File: config.mk
export PLATFORM = sky130hd
export DESIGN_NAME = router_fifo
export DESIGN_NICKNAME = d
export VERILOG_FILES = /design/src/rtl/router_fifo_pkg.sv /design/src/rtl/router_fifo_mem.sv /design/src/rtl/router_fifo.sv
export SDC_FILE = /design/constraint.sdc
export NUM_CORES = 1
export LEC_CHECK = 0
export CAP_MARGIN = 10
export CORE_MARGIN = 1
export CORE_UTILIZATION = 35
export DETAILED_ROUTE_END_ITERATION = 16
export DONT_BUFFER_PORTS = 1
export PLACE_DENSITY_LB_ADDON = 0.08
export SYNTH_ARGS = -nofsm -noshare
export SYNTH_HDL_FRONTEND = slang
export SYNTH_HIERARCHICAL = 1
export SYNTH_SLANG_ARGS = --single-unit
File: constraint.sdc
create_clock -name clock -period 6.9 [get_ports clock]
set_input_delay 0.69 -clock clock [delete_from_list [all_inputs] [get_ports clock]]
set_output_delay 0.69 -clock clock [all_outputs]
set_load 0.05 [all_outputs]
File: src/rtl/router_fifo_pkg.sv
// Shared router constants: byte width, header field layout, packet-counter width.
// No logic; pure declarations plus header field extraction helpers.
// Imported by every router block that interprets header bytes.
package router_fifo_pkg;

  localparam int BYTE_WIDTH = 8;

  // Header byte layout: length in the upper six bits, destination port in the lower two.
  localparam int HDR_LEN_MSB  = 7;
  localparam int HDR_LEN_LSB  = 2;
  localparam int HDR_ADDR_MSB = 1;
  localparam int HDR_ADDR_LSB = 0;
  localparam int HDR_LEN_W    = HDR_LEN_MSB - HDR_LEN_LSB + 1;
  localparam int HDR_ADDR_W   = HDR_ADDR_MSB - HDR_ADDR_LSB + 1;

  // Wide enough for the largest length (63) plus the parity byte.
  localparam int PKT_CNT_W = 7;

  function automatic logic [HDR_LEN_W-1:0] hdr_len(input logic [BYTE_WIDTH-1:0] b);
    return b[HDR_LEN_MSB:HDR_LEN_LSB];
  endfunction

  function automatic logic [HDR_ADDR_W-1:0] hdr_addr(input logic [BYTE_WIDTH-1:0] b);
    return b[HDR_ADDR_MSB:HDR_ADDR_LSB];
  endfunction

endpackage

File: src/rtl/router_fifo_mem.sv
// Storage array for the router output FIFO: DEPTH entries of WIDTH+1 bits.
// Write takes effect on the rising edge; read is combinational from rd_addr.
// No flow control here; the owner guarantees writes only into free entries.
module router_fifo_mem #(
  parameter int WIDTH = 8,
  parameter int DEPTH = 16,
  parameter int AW    = 4
) (
  input  logic             clock,
  input  logic             wr_en,
  input  logic [AW-1:0]    wr_addr,
  input  logic [WIDTH:0]   wr_data,
  input  logic [AW-1:0]    rd_addr,
  output logic [WIDTH:0]   rd_data
);

  logic [WIDTH:0] mem [DEPTH];

  // Contents are deliberately never cleared; pointers decide what is valid.
  always_ff @(posedge clock) begin
    if (wr_en) begin
      mem[wr_addr] <= wr_data;
    end
  end

  assign rd_data = mem[rd_addr];

endmodule

File: src/rtl/router_fifo.sv
// Router output buffer: stores header-tagged bytes, tracks packet length on read-out.
// Read data appears one cycle after read_enb; no fall-through when empty.
// Writes while full are silently dropped; full/empty go back to the synchronizer.
module router_fifo
  import router_fifo_pkg::*;
#(
  parameter int WIDTH = BYTE_WIDTH,
  parameter int DEPTH = 16,
  parameter int AW    = 4
) (
  input  logic             clock,
  input  logic             reset,
  input  logic             soft_reset,
  input  logic             write_enb,
  input  logic             read_enb,
  input  logic             lfd_state,
  input  logic [WIDTH-1:0] data_in,
  output logic [WIDTH-1:0] data_out,
  output logic             full,
  output logic             empty
);

  localparam int PW = AW + 1;

  logic [PW-1:0]        wr_ptr;
  logic [PW-1:0]        rd_ptr;
  logic [PKT_CNT_W-1:0] pkt_cnt;
  logic [WIDTH:0]       rd_entry;
  logic                 wr_ok;
  logic                 rd_ok;
  logic                 rd_hdr;

  // Extra pointer MSB separates the "wrapped once" full case from empty.
  assign empty = (wr_ptr == rd_ptr);
  assign full  = (wr_ptr[AW-1:0] == rd_ptr[AW-1:0]) && (wr_ptr[AW] != rd_ptr[AW]);

  assign wr_ok  = write_enb && !full;
  assign rd_ok  = read_enb && !empty;
  assign rd_hdr = rd_entry[WIDTH];

  router_fifo_mem #(
    .WIDTH (WIDTH),
    .DEPTH (DEPTH),
    .AW    (AW)
  ) u_mem (
    .clock   (clock),
    .wr_en   (wr_ok && !reset && !soft_reset),
    .wr_addr (wr_ptr[AW-1:0]),
    .wr_data ({lfd_state, data_in}),
    .rd_addr (rd_ptr[AW-1:0]),
    .rd_data (rd_entry)
  );

  // Pointer update; a flush discards any same-cycle read or write.
  always_ff @(posedge clock) begin
    if (reset || soft_reset) begin
      wr_ptr <= '0;
      rd_ptr <= '0;
    end else begin
      if (wr_ok) wr_ptr <= wr_ptr + PW'(1);
      if (rd_ok) rd_ptr <= rd_ptr + PW'(1);
    end
  end

  // Remaining bytes in the packet being read: header reload counts payload plus parity.
  always_ff @(posedge clock) begin
    if (reset || soft_reset) begin
      pkt_cnt <= '0;
    end else if (rd_ok) begin
      if (rd_hdr) begin
        pkt_cnt <= PKT_CNT_W'(hdr_len(rd_entry[WIDTH-1:0])) + PKT_CNT_W'(1);
      end else if (pkt_cnt != '0) begin
        pkt_cnt <= pkt_cnt - PKT_CNT_W'(1);
      end
    end
  end

  // Registered read data; blanked to zero between packets when nothing is read.
  always_ff @(posedge clock) begin
    if (reset || soft_reset) begin
      data_out <= '0;
    end else if (rd_ok) begin
      data_out <= rd_entry[WIDTH-1:0];
    end else if (pkt_cnt == '0) begin
      data_out <= '0;
    end
  end

endmodule
==> qor.csv <==
stage;metric;value;unit
placed_design;dp.cells;659;
worst_setup_path;cp_cell_sequence;buf_4 -> xnor2_1 -> nand4_2 -> o21ai_1 -> nor2_1 -> or3b_2 -> nor2_1;
power_and_ir_drop;internal-power;0.00171;W
cts;h-tree-depth;4;
die;core_area;0.0195;mm²
placed_design;io_buffers;0;
detailed_routing;via_per_inst;5.19;
sta;finalMaxSlewViolations;0;
die;start_util;35.8;%
synth;yosys-top-cells-area;edfxtp_1 62%, dfxtp_1 7.2%, mux4_2 6.8%;
global_routing;grt_max_degree;41;
synth;synth_compound_area_share;6.15;%
sta;finalClockSkew;12.4;ps
detailed_routing;num_vias;3584;
cts;cts_root_buffer;clkbuf_16;
power_and_ir_drop;swShare;20.9;%
final_layout;layout-drive-gt1-share;16.5;%
detailed_routing;firstDrtPassIters;5;
sta;rsz0062_at_grt;false;
cts;clkSlewWorstSetupHoldPaths;70;ps
power_and_ir_drop;pwr-share-clk;46.2;%
sta;setup_viol;0;
global_routing;antenna_found_initial;0;
detailed_routing;ant_nets;0;
global_routing;grt_pass1_vias;3699;
die;io_pins;24;
cts;clock_path_buffers;2;
placed_design;dpl.hpwl;9710;µm
synth;synth_edf_count;144;
synth;yosys.area_share.xor_xnor;2.37;%
min_path;hold_class;in2reg;
global_routing;overflow;0;
final_layout;syn2layout_area_growth;12.3;%
worst_setup_path;worstSetupEndpointType;flip-flop;
power_and_ir_drop;p_sw;0.000452;W
cts;postCtsHoldBufs;0;
synth;synth_mux_area_share;12.7;%
cts;clk_latency;430;ps
worst_setup_path;cpMostUsedCell;nor2_1;
die;die_x;143;µm
final_layout;final_nets;432;
synth;synthArstFlopShare;0;%
final_layout;multi_input_area;0.00201;mm²
worst_setup_path;crit_fanout;40;
synth;syn_area_per_cell;17.2;µm²
power_and_ir_drop;p_leak;2.43;nW
global_routing;grt_first_pass_wirelength;23200;µm
worst_setup_path;startpoint_type;flip-flop;
synth;synth_most_common_cell;edfxtp_1;
synth;yosysWarnings;6;
sta;fin_crit_sh;50.7;%
synth;syn-num-nets;425;
die;die_y;143;µm
power_and_ir_drop;power_frac_comb;2.1;%
sta;finalCriticalPeriod;3500;ps
sta;finalHoldViolations;0;
worst_setup_path;cp_slowest_cell;nor2_1;
min_path;min_from;data_in[6];
synth;synth_common_cells;144 x edfxtp_1, 32 x nor2_1, 25 x dfxtp_1;
sta;tightestPinTransition;1070;ps
power_and_ir_drop;max-vdd-ir-drop;161;µV
synth;yosysTopAreaCell;edfxtp_1;
synth;synth_top_family_by_area;multiplexers;
final_layout;final_cell_count_no_fill;690;
sta;timing.slew.headroom;28.4;%
power_and_ir_drop;power_per_cell_area;275;mW/mm²
final_layout;n_antenna_cell;0;
run;max_cap_violations;0;
detailed_routing;drc;0;
final_layout;regArea;0.00483;mm²
die;std_cell_rows;51;
detailed_routing;wl;15200;µm
detailed_routing;drt_first_iter_violations;215;
cts;cts.sinks;169;
synth;syn_inst;406;
synth;synth_simple_gate_area_share;6.68;%
power_and_ir_drop;seqPwrFrac;51.7;%
worst_setup_path;crit_required;6940;ps
worst_setup_path;cp-startpoint;rd_ptr[1];
worst_setup_path;cpPeakStageDelay;800;ps
worst_setup_path;worstSetupPathType;reg2reg;
sta;finalSetupTns;0;ps
worst_setup_path;rrSetupSlack;3400;ps
synth;synthAdderAreaFrac;0.896;%
cts;cts_buffers;17;
synth;yosysTopAreaCellShare;61.9;%
cts;cts_resized;0;
synth;syn_area;0.00698;mm²
synth;synth.distinct_cells;52;
detailed_routing;wl_per_cell;22.1;µm
outcome;status;completed;
synth;ys_ff_latch;169;
worst_setup_path;reg2reg_from;rd_ptr[1];
cts;cts_tree;done;
final_layout;nFillCells;1808;
die;dieArea;0.0205;mm²
synth;yosysSeqAreaShare;69.1;%
global_routing;grtUsageTotal;16.3;%
cts;cts_setup_buffers;0;
synth;ys.flop_type;edfxtp_1;
placed_design;gp_congestion;0.707;
worst_setup_path;cp.arrival;3540;ps
sta;max_freq;286;MHz
area by class of cell:
| class | instances | share of cell area (%) |
|---|---|---|
| sequential | 169 | 61.5 |
| multi-input combinational | 216 | 25.6 |
| clock buffer | 17 | 5.42 |
| tap | 265 | 4.23 |
| clock inverter | 14 | 2.42 |
| timing repair buffer | 7 | 0.670 |
| inverter | 2 | 0.0957 |
metrics by stage:
step / hold WS [ps] / area [µm²] / setup WS (ps) / power [W] / utilization (%)
5_1_grt: 329 / 7850 / 3160 / 0.00222 / 40.2
2_1_floorplan: 475 / 6980 / 3920 / 0.00117 / -
6_report: 354 / 7850 / 3400 / 0.00216 / 40.2
4_1_cts: 333 / 7850 / 3350 / 0.00218 / 40.2
3_5_place_dp: 524 / 7230 / 3360 / 0.00119 / 37.0
3_3_place_gp: 514 / 7230 / 3410 / 0.00119 / 37.0
state kept, by name (all words and copies together) (netlist names):
signal,cells
u_mem/mem,144
data_out,8
pkt_cnt,7
rd_ptr,5
wr_ptr,5
layout by cell type (no fill, tap or decap), drive strengths merged, types with 3 or more instances in the layout:
cell,Yosys,routed
buf,11,7
a21oi,4,4
xor2,10,10
mux4,36,36
clkbuf,7,17
dfxtp,25,25
inv,2,8
bufinv,0,3
edfxtp,144,144
nand3,17,17
nand2b,3,3
ha,5,5
nand2,23,23
o211ai,7,7
nor3,5,5
o21ai,18,18
xnor2,8,8
nor2,32,32
clkinv,0,3
a22oi,19,19
metal layers:
layer	routed length, µm	track usage (%)	vias to the layer above
li1	-	-	1640
met1	6810	20.7	1856
met2	7600	27.0	74
met3	659	4.12	14
met4	161	5.54	0
met5	0	0	-
power by group through the flow:
stage               Clock [W]  Combinational (W)  Sequential, W
floorplan                   0          0.0000384        0.00114
global placement            0          0.0000471        0.00114
detailed placement          0          0.0000469        0.00114
CTS                   0.00102          0.0000471        0.00112
global route          0.00106          0.0000510        0.00112
finish               0.000997          0.0000463        0.00112
logic make-up (layout without fill, tap and decap cells):
logic type      after synthesis  after routing
flops                       169            169
simple gates                 97             97
compound gates               58             58
mux                          38             38
buf+inv                      21             40
xor+xnor                     18             18
fa+ha+maj                     5              5
worst paths after layout:
kind	endpoint	cells after the start
worst max-delay path	u_mem/mem[2][3]	7
worst max register to register	u_mem/mem[2][3]	7
worst min-delay path	u_mem/mem[14][6]	0
worst min register to register	pkt_cnt[5]	2
critical path, delay by kind of cell (launching register included):
| kind | cells | cell delay [ps] |
|---|---|---|
| xor gates and xnor gates | 1 | 170 |
| buffers and inverters | 1 | 490 |
| DFF | 1 | 310 |
| and+or+nand+nor | 4 | 1920 |
| AOI/OAI and AO/OA | 1 | 210 |
Power figures use the tool's default switching activity.
==> RTL change, RTL diff (config.mk and constraints unchanged) <==
Change the package constant `HDR_LEN_LSB` from 2 to 4.
--- a/src/rtl/router_fifo_pkg.sv
+++ b/src/rtl/router_fifo_pkg.sv
@@ -9,3 +9,3 @@
   localparam int HDR_LEN_MSB  = 7;
-  localparam int HDR_LEN_LSB  = 2;
+  localparam int HDR_LEN_LSB  = 4;
   localparam int HDR_ADDR_MSB = 1;
Behaviour: not the same (a bounded check fails within 10 cycles, from zero or initial values).
==> RTL change against the unedited design <==
- worst hold slack gained 2.0 ps
- design area down 1.7%
- sequential power about the same
- power down 6.3%
- first-iteration DRC count up 22%
- combinational power shrank 3%
- clock power is 13% lower
- highest routed layer unchanged
- area after synthesis is 0.73% lower
- sequential cell count did not move
- cell count increased by 0.29%
- worst setup slack worse by 89 ps
- wire length is 2.4% lower
==> RTL change: results (changes against the unedited design) <==
metric	value	unit	change
sequential fraction of the synthesis area	69.60	%	was 69.09%
share of cells above drive strength 1	16.16	%	was 16.47%
vias in the first global route	3684		was 3,699
GPL Wtd Cong	0.7973		was 0.7069
crit path DAT	3950	ps	was 3540 ps
xor and xnor fraction of the mapped netlist area	2.130	%	was 2.365%
Compound-Gate Fraction of Synth Area	5.830	%	was 6.146%
relative slew slack	23.99	%	was 28.40%
number of fill cells	1785		was 1,808
Crit Path Max Fanout	25		was 40
status	finished clean		unchanged
Nets	433		was 432
first-pass GRT wire length	22.73	mm	was 23.19 mm
largest vdd supply drop	0.0001505	V	was 0.0001611 V
Pleak	2.347	nW	was 2.426 nW
area share of fa/ha/maj cells after synthesis	0.9025	%	was 0.8959%
Cell variety after synth	44		was 52
DR WL/cell	21.47	um	was 22.07 um
Synth area leaders	edfxtp_1 (62%), dfxtp_1 (7.2%), mux4_2 (6.8%)		unchanged
Largest delay share family, worst path	compound AO/OA/AOI/OAI gates		was simple AND/OR/NAND/NOR gates
vias per cell	5.182		was 5.194
DP HPWL	9.554	mm	was 9.713 mm
Clock Skew	8.129	ps	was 12.44 ps
mux share of post-synthesis cell area	12.51	%	was 12.70%
Worst path slowest cell	dfxtp_2		was nor2_1
==> RTL change: worst paths after layout <==
check	startpoint	end	slack, ps	cells after the start
worst max-delay path	rd_ptr[0]	pkt_cnt[6]	3310	8
worst min-delay path	data_in[7]	u_mem/mem[2][7]	360	0
worst max register to register	rd_ptr[0]	pkt_cnt[6]	3310	8
worst min register to register	pkt_cnt[0]	pkt_cnt[0]	520	2
==> RTL change: metal layers <==
metal	vias to the layer above	part of all wire, %	global-route usage (%)
met2	83	49	25.70
met1	1851	44	21.00
met4	0	1.3	6.112
met5	-	0	0
li1	1636	-	-
met3	16	5.4	4.058
==> RTL change: kinds of logic after synthesis <==
family / Yosys count
fa+ha+maj: 5
flops: 169
xor+xnor: 16
compound gates: 59
simple gates: 98
mux: 36
buf+inv: 23
==> RTL change: through the flow <==
stage / instance area (sq um) / setup slack, ps / cells
2_1_floorplan: 6932 / 3900 / 406
3_3_place_gp: 7183 / 3336 / 660
3_5_place_dp: 7183 / 3288 / 660
4_1_cts: 7710 / 3270 / 692
5_1_grt: 7710 / 3013 / 692
6_report: 7710 / 3315 / 692
==> RTL change: final cells by class <==
cell class	instances	area share, %
Timing Repair Buffer	9	0.8763
Multi-Input combinational cell	214	25.24
Tap cell	265	4.301
Clock buffer	19	5.615
Clock inverter	13	1.217
Inverter	3	0.1461
Sequential cell	169	62.61
==> RTL change: power breakdown <==
group          internal, mW  total (mW)  switching, mW
registers              1.11        1.12        0.00581
logic                0.0171      0.0448         0.0278
clock network         0.463       0.863          0.400
